<file path="config.mk">
export PLATFORM = sky130hd
export DESIGN_NAME = pipe_hazard_unit
export DESIGN_NICKNAME = d
export VERILOG_FILES = /design/src/rtl/pipe_hazard_unit.sv
export SDC_FILE = /design/constraint.sdc
export NUM_CORES = 1
export LEC_CHECK = 0
export BUFFER_PORTS_ARGS = -buffer_cell sky130_fd_sc_hd__buf_4
export CORE_UTILIZATION = 56
export CTS_BUF_LIST = sky130_fd_sc_hd__clkbuf_16
export DETAILED_ROUTE_END_ITERATION = 6
export PLACE_DENSITY = 0.95
export SETUP_SLACK_MARGIN = 0.5
export SYNTH_ARGS = -nofsm -noshare
export SYNTH_HDL_FRONTEND = slang
export SYNTH_SLANG_ARGS = --single-unit
</file>
<file path="constraint.sdc">
create_clock -name clk -period 12.7 [get_ports clk]
set_clock_uncertainty 0.15 [all_clocks]
set_input_delay 2.54 -clock clk [delete_from_list [all_inputs] [get_ports clk]]
set_output_delay 2.54 -clock clk [all_outputs]
set_load 0.02 [all_outputs]
</file>
<file path="src/rtl/pipe_hazard_unit.sv">
// Hazard and forwarding controller for the 5-stage pipeline: load-use and multi-cycle
// stalls, MMIO wait holds, redirect flushes, operand forwarding and saturating counters.
module pipe_hazard_unit #(
  parameter int AW          = 5,
  parameter int MEM_LAT     = 1,
  parameter int FLUSH_DEPTH = 3,
  parameter int MC_MAX      = 34,
  parameter int CW          = 6,
  parameter int CNT_W       = 32
) (
  input  logic             clk,
  input  logic             rst,
  input  logic [AW-1:0]    id_rs1,
  input  logic [AW-1:0]    id_rs2,
  input  logic             id_use_rs1,
  input  logic             id_use_rs2,
  input  logic [AW-1:0]    ex_rs1,
  input  logic [AW-1:0]    ex_rs2,
  input  logic [AW-1:0]    ex_rd,
  input  logic             ex_regwrite,
  input  logic             ex_memread,
  input  logic [AW-1:0]    mem_rd,
  input  logic             mem_regwrite,
  input  logic [AW-1:0]    wb_rd,
  input  logic             wb_regwrite,
  input  logic             mc_start,
  input  logic [CW-1:0]    mc_lat,
  input  logic             redirect,
  input  logic             io_wait,
  output logic             stall_if,
  output logic             stall_id,
  output logic             bubble_ex,
  output logic             hold_ex,
  output logic             hold_mem,
  output logic             flush_if_id,
  output logic             flush_id_ex,
  output logic             flush_ex_mem,
  output logic [1:0]       fwd_a,
  output logic [1:0]       fwd_b,
  output logic             mc_busy,
  output logic [CNT_W-1:0] stall_cycles,
  output logic [CNT_W-1:0] flush_events
);

  localparam logic [2:0]    LU_INIT = 3'(MEM_LAT - 1);
  localparam logic [CW-1:0] MC_CAP  = CW'(MC_MAX);

  logic [2:0]    lu_cnt;
  logic [CW-1:0] mc_cnt;
  logic [CW-1:0] mc_eff;
  logic          lu_hit;
  logic          lu_stall;
  logic          redirect_acc;

  // MEM result is younger than WB data, so it wins when both match.
  function automatic logic [1:0] fwd_sel(input logic [AW-1:0] src,
                                         input logic [AW-1:0] m_rd, input logic m_we,
                                         input logic [AW-1:0] w_rd, input logic w_we);
    if (src == '0)                return 2'b00;
    else if (m_we && src == m_rd) return 2'b01;
    else if (w_we && src == w_rd) return 2'b10;
    else                          return 2'b00;
  endfunction

  function automatic logic [CNT_W-1:0] sat_inc(input logic [CNT_W-1:0] v, input logic en);
    return (en && v != '1) ? v + CNT_W'(1) : v;
  endfunction

  assign lu_hit = ex_memread & ex_regwrite & (ex_rd != '0) &
                  ((id_use_rs1 & (id_rs1 == ex_rd)) | (id_use_rs2 & (id_rs2 == ex_rd)));
  assign lu_stall     = (lu_cnt != 3'd0) | lu_hit;
  assign mc_busy      = (mc_cnt != '0);
  assign redirect_acc = redirect & ~io_wait & ~rst;
  assign mc_eff       = (mc_lat > MC_CAP) ? MC_CAP : mc_lat;

  assign fwd_a = rst ? 2'b00 : fwd_sel(ex_rs1, mem_rd, mem_regwrite, wb_rd, wb_regwrite);
  assign fwd_b = rst ? 2'b00 : fwd_sel(ex_rs2, mem_rd, mem_regwrite, wb_rd, wb_regwrite);

  // Priority: io_wait > redirect > mc_busy > load-use; reset masks everything at once.
  always_comb begin
    stall_if     = 1'b0;
    stall_id     = 1'b0;
    bubble_ex    = 1'b0;
    hold_ex      = 1'b0;
    hold_mem     = 1'b0;
    flush_if_id  = 1'b0;
    flush_id_ex  = 1'b0;
    flush_ex_mem = 1'b0;
    if (rst) begin
      stall_if = 1'b0;
    end else if (io_wait) begin
      stall_if = 1'b1;
      stall_id = 1'b1;
      hold_ex  = 1'b1;
      hold_mem = 1'b1;
    end else if (redirect) begin
      flush_if_id  = 1'b1;
      flush_id_ex  = (FLUSH_DEPTH >= 2);
      flush_ex_mem = (FLUSH_DEPTH >= 3);
    end else if (mc_busy) begin
      stall_if = 1'b1;
      stall_id = 1'b1;
      hold_ex  = 1'b1;
    end else if (lu_stall) begin
      stall_if  = 1'b1;
      stall_id  = 1'b1;
      bubble_ex = 1'b1;
    end
  end

  always_ff @(posedge clk or posedge rst) begin
    if (rst) begin
      lu_cnt       <= 3'd0;
      mc_cnt       <= '0;
      stall_cycles <= '0;
      flush_events <= '0;
    end else begin
      stall_cycles <= sat_inc(stall_cycles, stall_if);
      flush_events <= sat_inc(flush_events, redirect_acc);
      if (io_wait) begin
        lu_cnt <= lu_cnt;
        mc_cnt <= mc_cnt;
      end else if (redirect) begin
        lu_cnt <= 3'd0;
        mc_cnt <= '0;
      end else if (mc_busy) begin
        // A load-use hit seen while busy is re-evaluated once busy ends.
        mc_cnt <= mc_cnt - CW'(1);
      end else begin
        if (lu_cnt != 3'd0)  lu_cnt <= lu_cnt - 3'd1;
        else if (lu_hit)     lu_cnt <= LU_INIT;
        if (mc_start && mc_eff >= CW'(2)) mc_cnt <= mc_eff - CW'(1);
      end
    end
  end

  a_mc_start_idle: assert property (@(posedge clk) disable iff (rst) !(mc_start && mc_busy))
    else $error("mc_start while multi-cycle op busy");
  a_redirect_io: assert property (@(posedge clk) disable iff (rst) !(redirect && io_wait))
    else $error("redirect together with io_wait");

endmodule

</file>
==> flow_summary.json, run 1 <==
{
  "finalHoldViolations": 0,
  "first_pass_iters": 5,
  "synthCells": 431,
  "synth_seq_area_share_pct": 43.5,
  "post-route-min-period_ps": 7140,
  "multi_input_area_mm2": 0.00225,
  "setup_tns_ps": 0,
  "instances_no_fill": 662,
  "numCtsBuffers": 9,
  "startpoint_type": "input pin",
  "hp-class": "register to register",
  "final_util_pct": 76.2,
  "clk_pin_slew_ps": 60,
  "dieHeight_um": 88.6,
  "finalInstanceArea_mm2": 0.00552,
  "cts_tree": "yes",
  "ctsHoldBuffers": 0,
  "syn_area_mm2": 0.00420,
  "yosys.area.top_type": "dfrtp_1",
  "overflow": 0,
  "synth-edff-count": 0,
  "clock_latency_ps": 330,
  "antenna_left": 0,
  "setup_slack_ps": 5560,
  "synth_warnings": 0,
  "dr.max_layer_used": "met4",
  "dpl_worst_slack_ps": 5580,
  "ios": 129,
  "avgRoutedWirePerCell_um": 15.8,
  "coreArea_mm2": 0.00725,
  "total_power_mw": 0.776,
  "ir_drop_uv": 85.7,
  "timing.critical_path.to_type": "primary output",
  "portBuffers": 128,
  "drt-total-wl_mm": 10.4,
  "max_slew.worst_pin.slew_ps": 895,
  "vias": 3837,
  "synth_top_area_share_pct": 43.5,
  "drive_gt1_share_pct": 29.8,
  "placementRows": 31,
  "cts_root_buf": "clkbuf_16",
  "leakage_nw": 2.60,
  "final-setup-viol-count": 0,
  "synth_commonest_cells": "73 x dfrtp_1, 45 x xnor2_1, 45 x xor2_1, 34 x nor2_1, 32 x nand2_1",
  "synthTopCellsByArea": "dfrtp_1 43%, xnor2_1 9.4%, xor2_1 9.4%",
  "start_util_pct": 57.9,
  "ctsResizeCount": 0,
  "syn-num-nets": 488,
  "vias_per_cell": 5.80,
  "clockBufferDepth": 2,
  "dp_cells": 647,
  "synthArstFlopShare_pct": 100,
  "period_share_pct": 56.2,
  "dp_hpwl_mm": 7.86,
  "antenna_found_initial": 0,
  "grt_start_max_net_pins": 75,
  "relSlewSlack_pct": 40.3,
  "n_antenna_cell": 0,
  "die_w_um": 88.6,
  "syn2layout_area_growth_pct": 31.4,
  "cts_sinks": 73,
  "grt_pass1_vias": 3723,
  "seqCellArea_mm2": 0.00183,
  "power_density_mw_per_mm2": 140,
  "wl_met2_mm": 5.40,
  "nets": 616,
  "synth_most_common_cell": "dfrtp_1",
  "drv_cap": 0,
  "num-fill-cells": 520,
  "place_area_mm2": 0.00524,
  "fmax_ghz": 0.140,
  "rsz0062_at_grt": "false",
  "finalHoldWorstSlack_ps": 343,
  "synth.avg_cell_area_um2": 9.75,
  "synth_seq_cells": 73,
  "path_class": "input pin to primary output",
  "die_area_mm2": 0.00786,
  "grt_usage_pct": 28.4,
  "remaining_drc_errors": 0,
  "place_congestion": 0.891,
  "htreeDepth": 3,
  "status": "finished clean",
  "arrival_ps": 4450,
  "drtIter0Drc": 248,
  "cts_setup_buffers": 0,
  "synth_cell_types": 56,
  "wl_met1_mm": 4.12,
  "required_ps": 10010,
  "cp_max_fo": 26,
  "grt_pass1_wl_mm": 17.0,
  "synth_ff_type": "dfrtp_1",
  "wl_met3_um": 701,
  "slew_viol_final": 0
}
-- cell type report --
| type | instances | area share (%) |
|---|---|---|
| inverter | 15 | 1.02 |
| clock inverter | 6 | 1.11 |
| clock buffer | 9 | 4.08 |
| sequential | 73 | 33.1 |
| tap | 99 | 2.24 |
| multi-input combinational | 330 | 40.8 |
| timing repair buffer | 130 | 17.7 |
-- cell usage in the layout (no fill, tap or decap), drive strengths merged, types with 2 or more instances in the layout --
cell type	Yosys	final
buf	7	130
dfrtp	73	73
xnor2	45	45
xor2	45	45
nor2	34	34
nand2	32	32
nand3	27	27
nand4	20	20
nor4	17	17
nor3	16	16
inv	15	16
and4	14	14
clkbuf	6	9
a21oi	9	9
and3	9	9
o21ai	6	6
or4	5	5
a31oi	5	5
ha	5	5
and2	5	5
or3	3	3
o211ai	3	3
nor4b	3	3
a31o	2	2
a22o	2	2
nor2b	2	2
o31ai	2	2
nand2b	2	2
o32ai	2	2
clkinvlp	0	2
a211oi	2	2
mux2	2	2
clkinv	0	2
-- flip-flops by register name, summed over array words and instances (netlist names) --
signal        count
stall_cycles     32
mc_cnt            6
lu_cnt            3
flush_events     32
-- critical path, cell delays in order --
cell	delay, ps
buf_4	120
or4_1	530
o211ai_2	180
nor3_1	100
a21oi_4	560
inv_2	200
buf_4	220
-- path summary, 6_finish.rpt --
kind                                             start  cells after the start  slack (ps)                            to
max in group asynchronous                          rst                      3        9440  flush_events[23]$_DFFE_PP0P_
hold / removal             stall_cycles[6]$_DFFE_PP0P_                      1         340   stall_cycles[6]$_DFFE_PP0P_
setup reg to reg                 lu_cnt[0]$_DFFE_PP0P_                      8       10040   stall_cycles[1]$_DFFE_PP0P_
hold reg to reg            stall_cycles[6]$_DFFE_PP0P_                      1         340   stall_cycles[6]$_DFFE_PP0P_
min in group asynchronous                          rst                      3        2390  flush_events[11]$_DFFE_PP0P_
setup / recovery                              ex_rd[1]                      7        5560                      stall_if
-- per-layer routing --
metal,vias to the layer above,GRT usage (%)
li1,1800,-
met1,1829,34.0
met2,184,48.5
met3,24,7.00
met4,0,12.5
met5,-,0
-- power breakdown --
part | switching (mW) | total (mW) | internal (mW)
Clock | 0.0950 | 0.245 | 0.150
Sequential | 0.0391 | 0.304 | 0.265
Combinational | 0.130 | 0.227 | 0.0973
-- kinds of logic (layout without fill, tap and decap cells) --
kind of cell	Yosys count	after routing	share of synthesized area (%)
AO/OA/AOI/OAI	39	39	6.79
XOR/XNOR	90	90	18.8
adder cells (fa/ha/maj)	5	5	1.49
buffers and inverters	28	160	2.89
flip-flops	73	73	43.5
multiplexers	3	3	0.774
AND/OR/NAND/NOR	193	193	25.8
Power figures use the tool's default switching activity.
==> run 2: changes to the inputs <==
- ABC_AREA: not set -> 1
- CORE_UTILIZATION: 56 -> 55
- PLACE_DENSITY: 0.95 -> 0.92
- clock period: 12.7 -> 7.4 ns (I/O delays scaled with it)
==> run 2 against run 1 <==
Sequential cell count unchanged. Sequential share of layout area down 5.5 points. Final area up 20%. Routed wire length up 34%. Combinational power up 80%. Register-to-register slack worse by 5600 ps. Global-route usage down 0.060 points. Critical path type unchanged. Critical endpoint unchanged. Largest power group unchanged. Highest routed layer unchanged.
==> flow_summary.json, run 2 <==
{
  "n_antenna_cell": 0,
  "placementRows": 35,
  "hp-class": "register to register",
  "die_w_um": 101,
  "instances_no_fill": 1045,
  "synth_warnings": 0,
  "syn-num-nets": 850,
  "synth_top_area_share_pct": 34.1,
  "synthArstFlopShare_pct": 100,
  "synth-edff-count": 0,
  "period_share_pct": 61.8,
  "first_pass_iters": 5,
  "rsz0062_at_grt": "false",
  "rr_worst_depth": 7,
  "switching_share_pct": 35.5,
  "portBuffers": 128,
  "final_cell_mix": "276 x nand2_1, 129 x buf_4, 85 x nor2_1, 85 x inv_1, 73 x dfrtp_1",
  "yosys.area.top_type": "dfrtp_1",
  "required_ps": 5770,
  "power_switching_mw": 0.471,
  "crit_end": "stall_if",
  "grt_pass1_vias": 4903,
  "final-setup-viol-count": 0,
  "relSlewSlack_pct": 53.4,
  "antenna_found_initial": 0,
  "p_clk_share_pct": 31.0,
  "place_congestion": 0.948,
  "synth_commonest_cells": "276 x nand2_1, 85 x nor2_1, 84 x inv_1, 73 x dfrtp_1, 61 x nand3_1",
  "final_common_cell": "nand2_1",
  "syn_area_mm2": 0.00536,
  "start_util_pct": 57.5,
  "post-route-min-period_ps": 4580,
  "synthTopCellsByArea": "dfrtp_1 34%, nand2_1 19%, xor2_1 6.9%",
  "num-fill-cells": 794,
  "grt_pass1_wl_mm": 22.7,
  "power_frac_comb_pct": 30.9,
  "synthCells": 793,
  "avgRoutedWirePerCell_um": 13.4,
  "synth_seq_area_share_pct": 34.1,
  "slew_viol_final": 0,
  "finalHoldViolations": 0,
  "drive_gt1_share_pct": 18.4,
  "grt_start_max_net_pins": 53,
  "htreeDepth": 3,
  "internal-power_mw": 0.855,
  "cts_setup_buffers": 0,
  "dieHeight_um": 101,
  "antenna_left": 0,
  "setup_slack_ps": 2820,
  "drt-total-wl_mm": 14.0,
  "ctsResizeCount": 0,
  "overflow": 0,
  "cts_tree": "yes",
  "leakage_nw": 3.45,
  "fmax_ghz": 0.219,
  "cts_sinks": 73,
  "coreArea_mm2": 0.00933,
  "drv_cap": 0,
  "clk_pin_slew_ps": 50,
  "ctsHoldBuffers": 0,
  "crit_start": "ex_rd[0]",
  "vias": 5532,
  "drtIter0Drc": 325,
  "die_area_mm2": 0.0101,
  "cp_max_fo": 36,
  "synth_most_common_cell": "nand2_1",
  "numCtsBuffers": 9,
  "dp_hpwl_mm": 10.4,
  "dpl_worst_slack_ps": 2840,
  "startpoint_type": "input pin",
  "synth_ff_type": "dfrtp_1",
  "grt_usage_pct": 28.3,
  "arrival_ps": 2950,
  "hold_depth": 2,
  "ir_drop_uv": 161,
  "synth_seq_cells": 73,
  "timing.critical_path.to_type": "primary output",
  "setup_tns_ps": 0,
  "seqPwrFrac_pct": 38.2,
  "r2r_start": "stall_cycles[1]$_DFFE_PP0P_",
  "remaining_drc_errors": 0,
  "largest_registers": "flush_events (32), stall_cycles (32), mc_cnt (6)",
  "synth.avg_cell_area_um2": 6.76,
  "power_density_mw_per_mm2": 201,
  "nets": 968,
  "syn2layout_area_growth_pct": 23.5,
  "vias_per_cell": 5.29,
  "clockBufferDepth": 2,
  "status": "finished clean",
  "dp_cells": 1029,
  "clock_latency_ps": 330,
  "ios": 129,
  "cts_root_buf": "clkbuf_16",
  "r2r_end": "stall_cycles[4]$_DFFE_PP0P_",
  "regToRegSetupSlack_ps": 4450,
  "max_slew.worst_pin.slew_ps": 698,
  "path_class": "input pin to primary output",
  "synth_cell_types": 36,
  "finalHoldWorstSlack_ps": 358
}
## run 2: layout make-up
| class | instances | area [um2] | share of cell area (%) |
|---|---|---|---|
| tap | 129 | 161 | 2.44 |
| timing repair buffer | 129 | 968 | 14.6 |
| clock inverter | 7 | 53.8 | 0.813 |
| clock buffer | 9 | 225 | 3.40 |
| inverter | 87 | 327 | 4.94 |
| multi-input combinational | 611 | 3050 | 46.2 |
| sequential | 73 | 1830 | 27.6 |
## run 2: cell families (layout without fill, tap and decap cells)
family | after synthesis | in the layout | share of synthesized area (%)
AOI/OAI and AO/OA | 38 | 38 | 4.27
DFF | 73 | 73 | 34.1
adders and majority gates | 5 | 5 | 1.17
and+or+nand+nor | 506 | 506 | 41.3
xor gates and xnor gates | 62 | 62 | 10.3
buffers and inverters | 109 | 232 | 8.92
## run 2: how the worst min path moves through the flow
stage | from | endpoint | slack, ps
3_5_place_dp | mc_cnt[4]$_DFFE_PP0P_ | mc_cnt[4]$_DFFE_PP0P_ | 350
3_3_place_gp | stall_cycles[31]$_DFFE_PP0P_ | stall_cycles[31]$_DFFE_PP0P_ | 340
6_report | mc_cnt[4]$_DFFE_PP0P_ | mc_cnt[4]$_DFFE_PP0P_ | 360
4_1_cts | mc_cnt[4]$_DFFE_PP0P_ | mc_cnt[4]$_DFFE_PP0P_ | 360
2_1_floorplan | mc_cnt[5]$_DFFE_PP0P_ | mc_cnt[5]$_DFFE_PP0P_ | 320
5_1_grt | mc_cnt[4]$_DFFE_PP0P_ | mc_cnt[4]$_DFFE_PP0P_ | 390
## run 2: metrics by stage
step                      total power, mW  util (%)  cell area [um2]
after floorplan                     0.778         -             5360
after detailed placement            0.918      67.9             6340
final                                1.33      70.9             6620
after CTS                            1.33      70.9             6620
after global placement              0.908      67.9             6340
after global routing                 1.40      70.9             6620
## run 2: layer usage
metal	global-route usage (%)	vias to the layer above	wire [um]
met4	11.3	0	367
met5	0	-	0
li1	-	2740	-
met3	5.48	36	907
met2	48.6	235	6960
met1	35.1	2521	5740
## run 2: power groups by stage
stage,combinational [mW],sequential [mW],clock (mW)
after floorplan,0.246,0.532,0
after global placement,0.397,0.511,0
after detailed placement,0.407,0.511,0
after CTS,0.410,0.505,0.416
after global routing,0.454,0.513,0.430
final,0.409,0.507,0.411
## run 2: worst max-delay path: stages
cell	delay [ps]
buf_4	120
nand2_1	60
nand2_1	50
nor2_1	110
nand3_1	90
nand2_1	70
nand2_1	70
nand2_1	90
nand2_1	60
nand2_2	480
buf_4	260
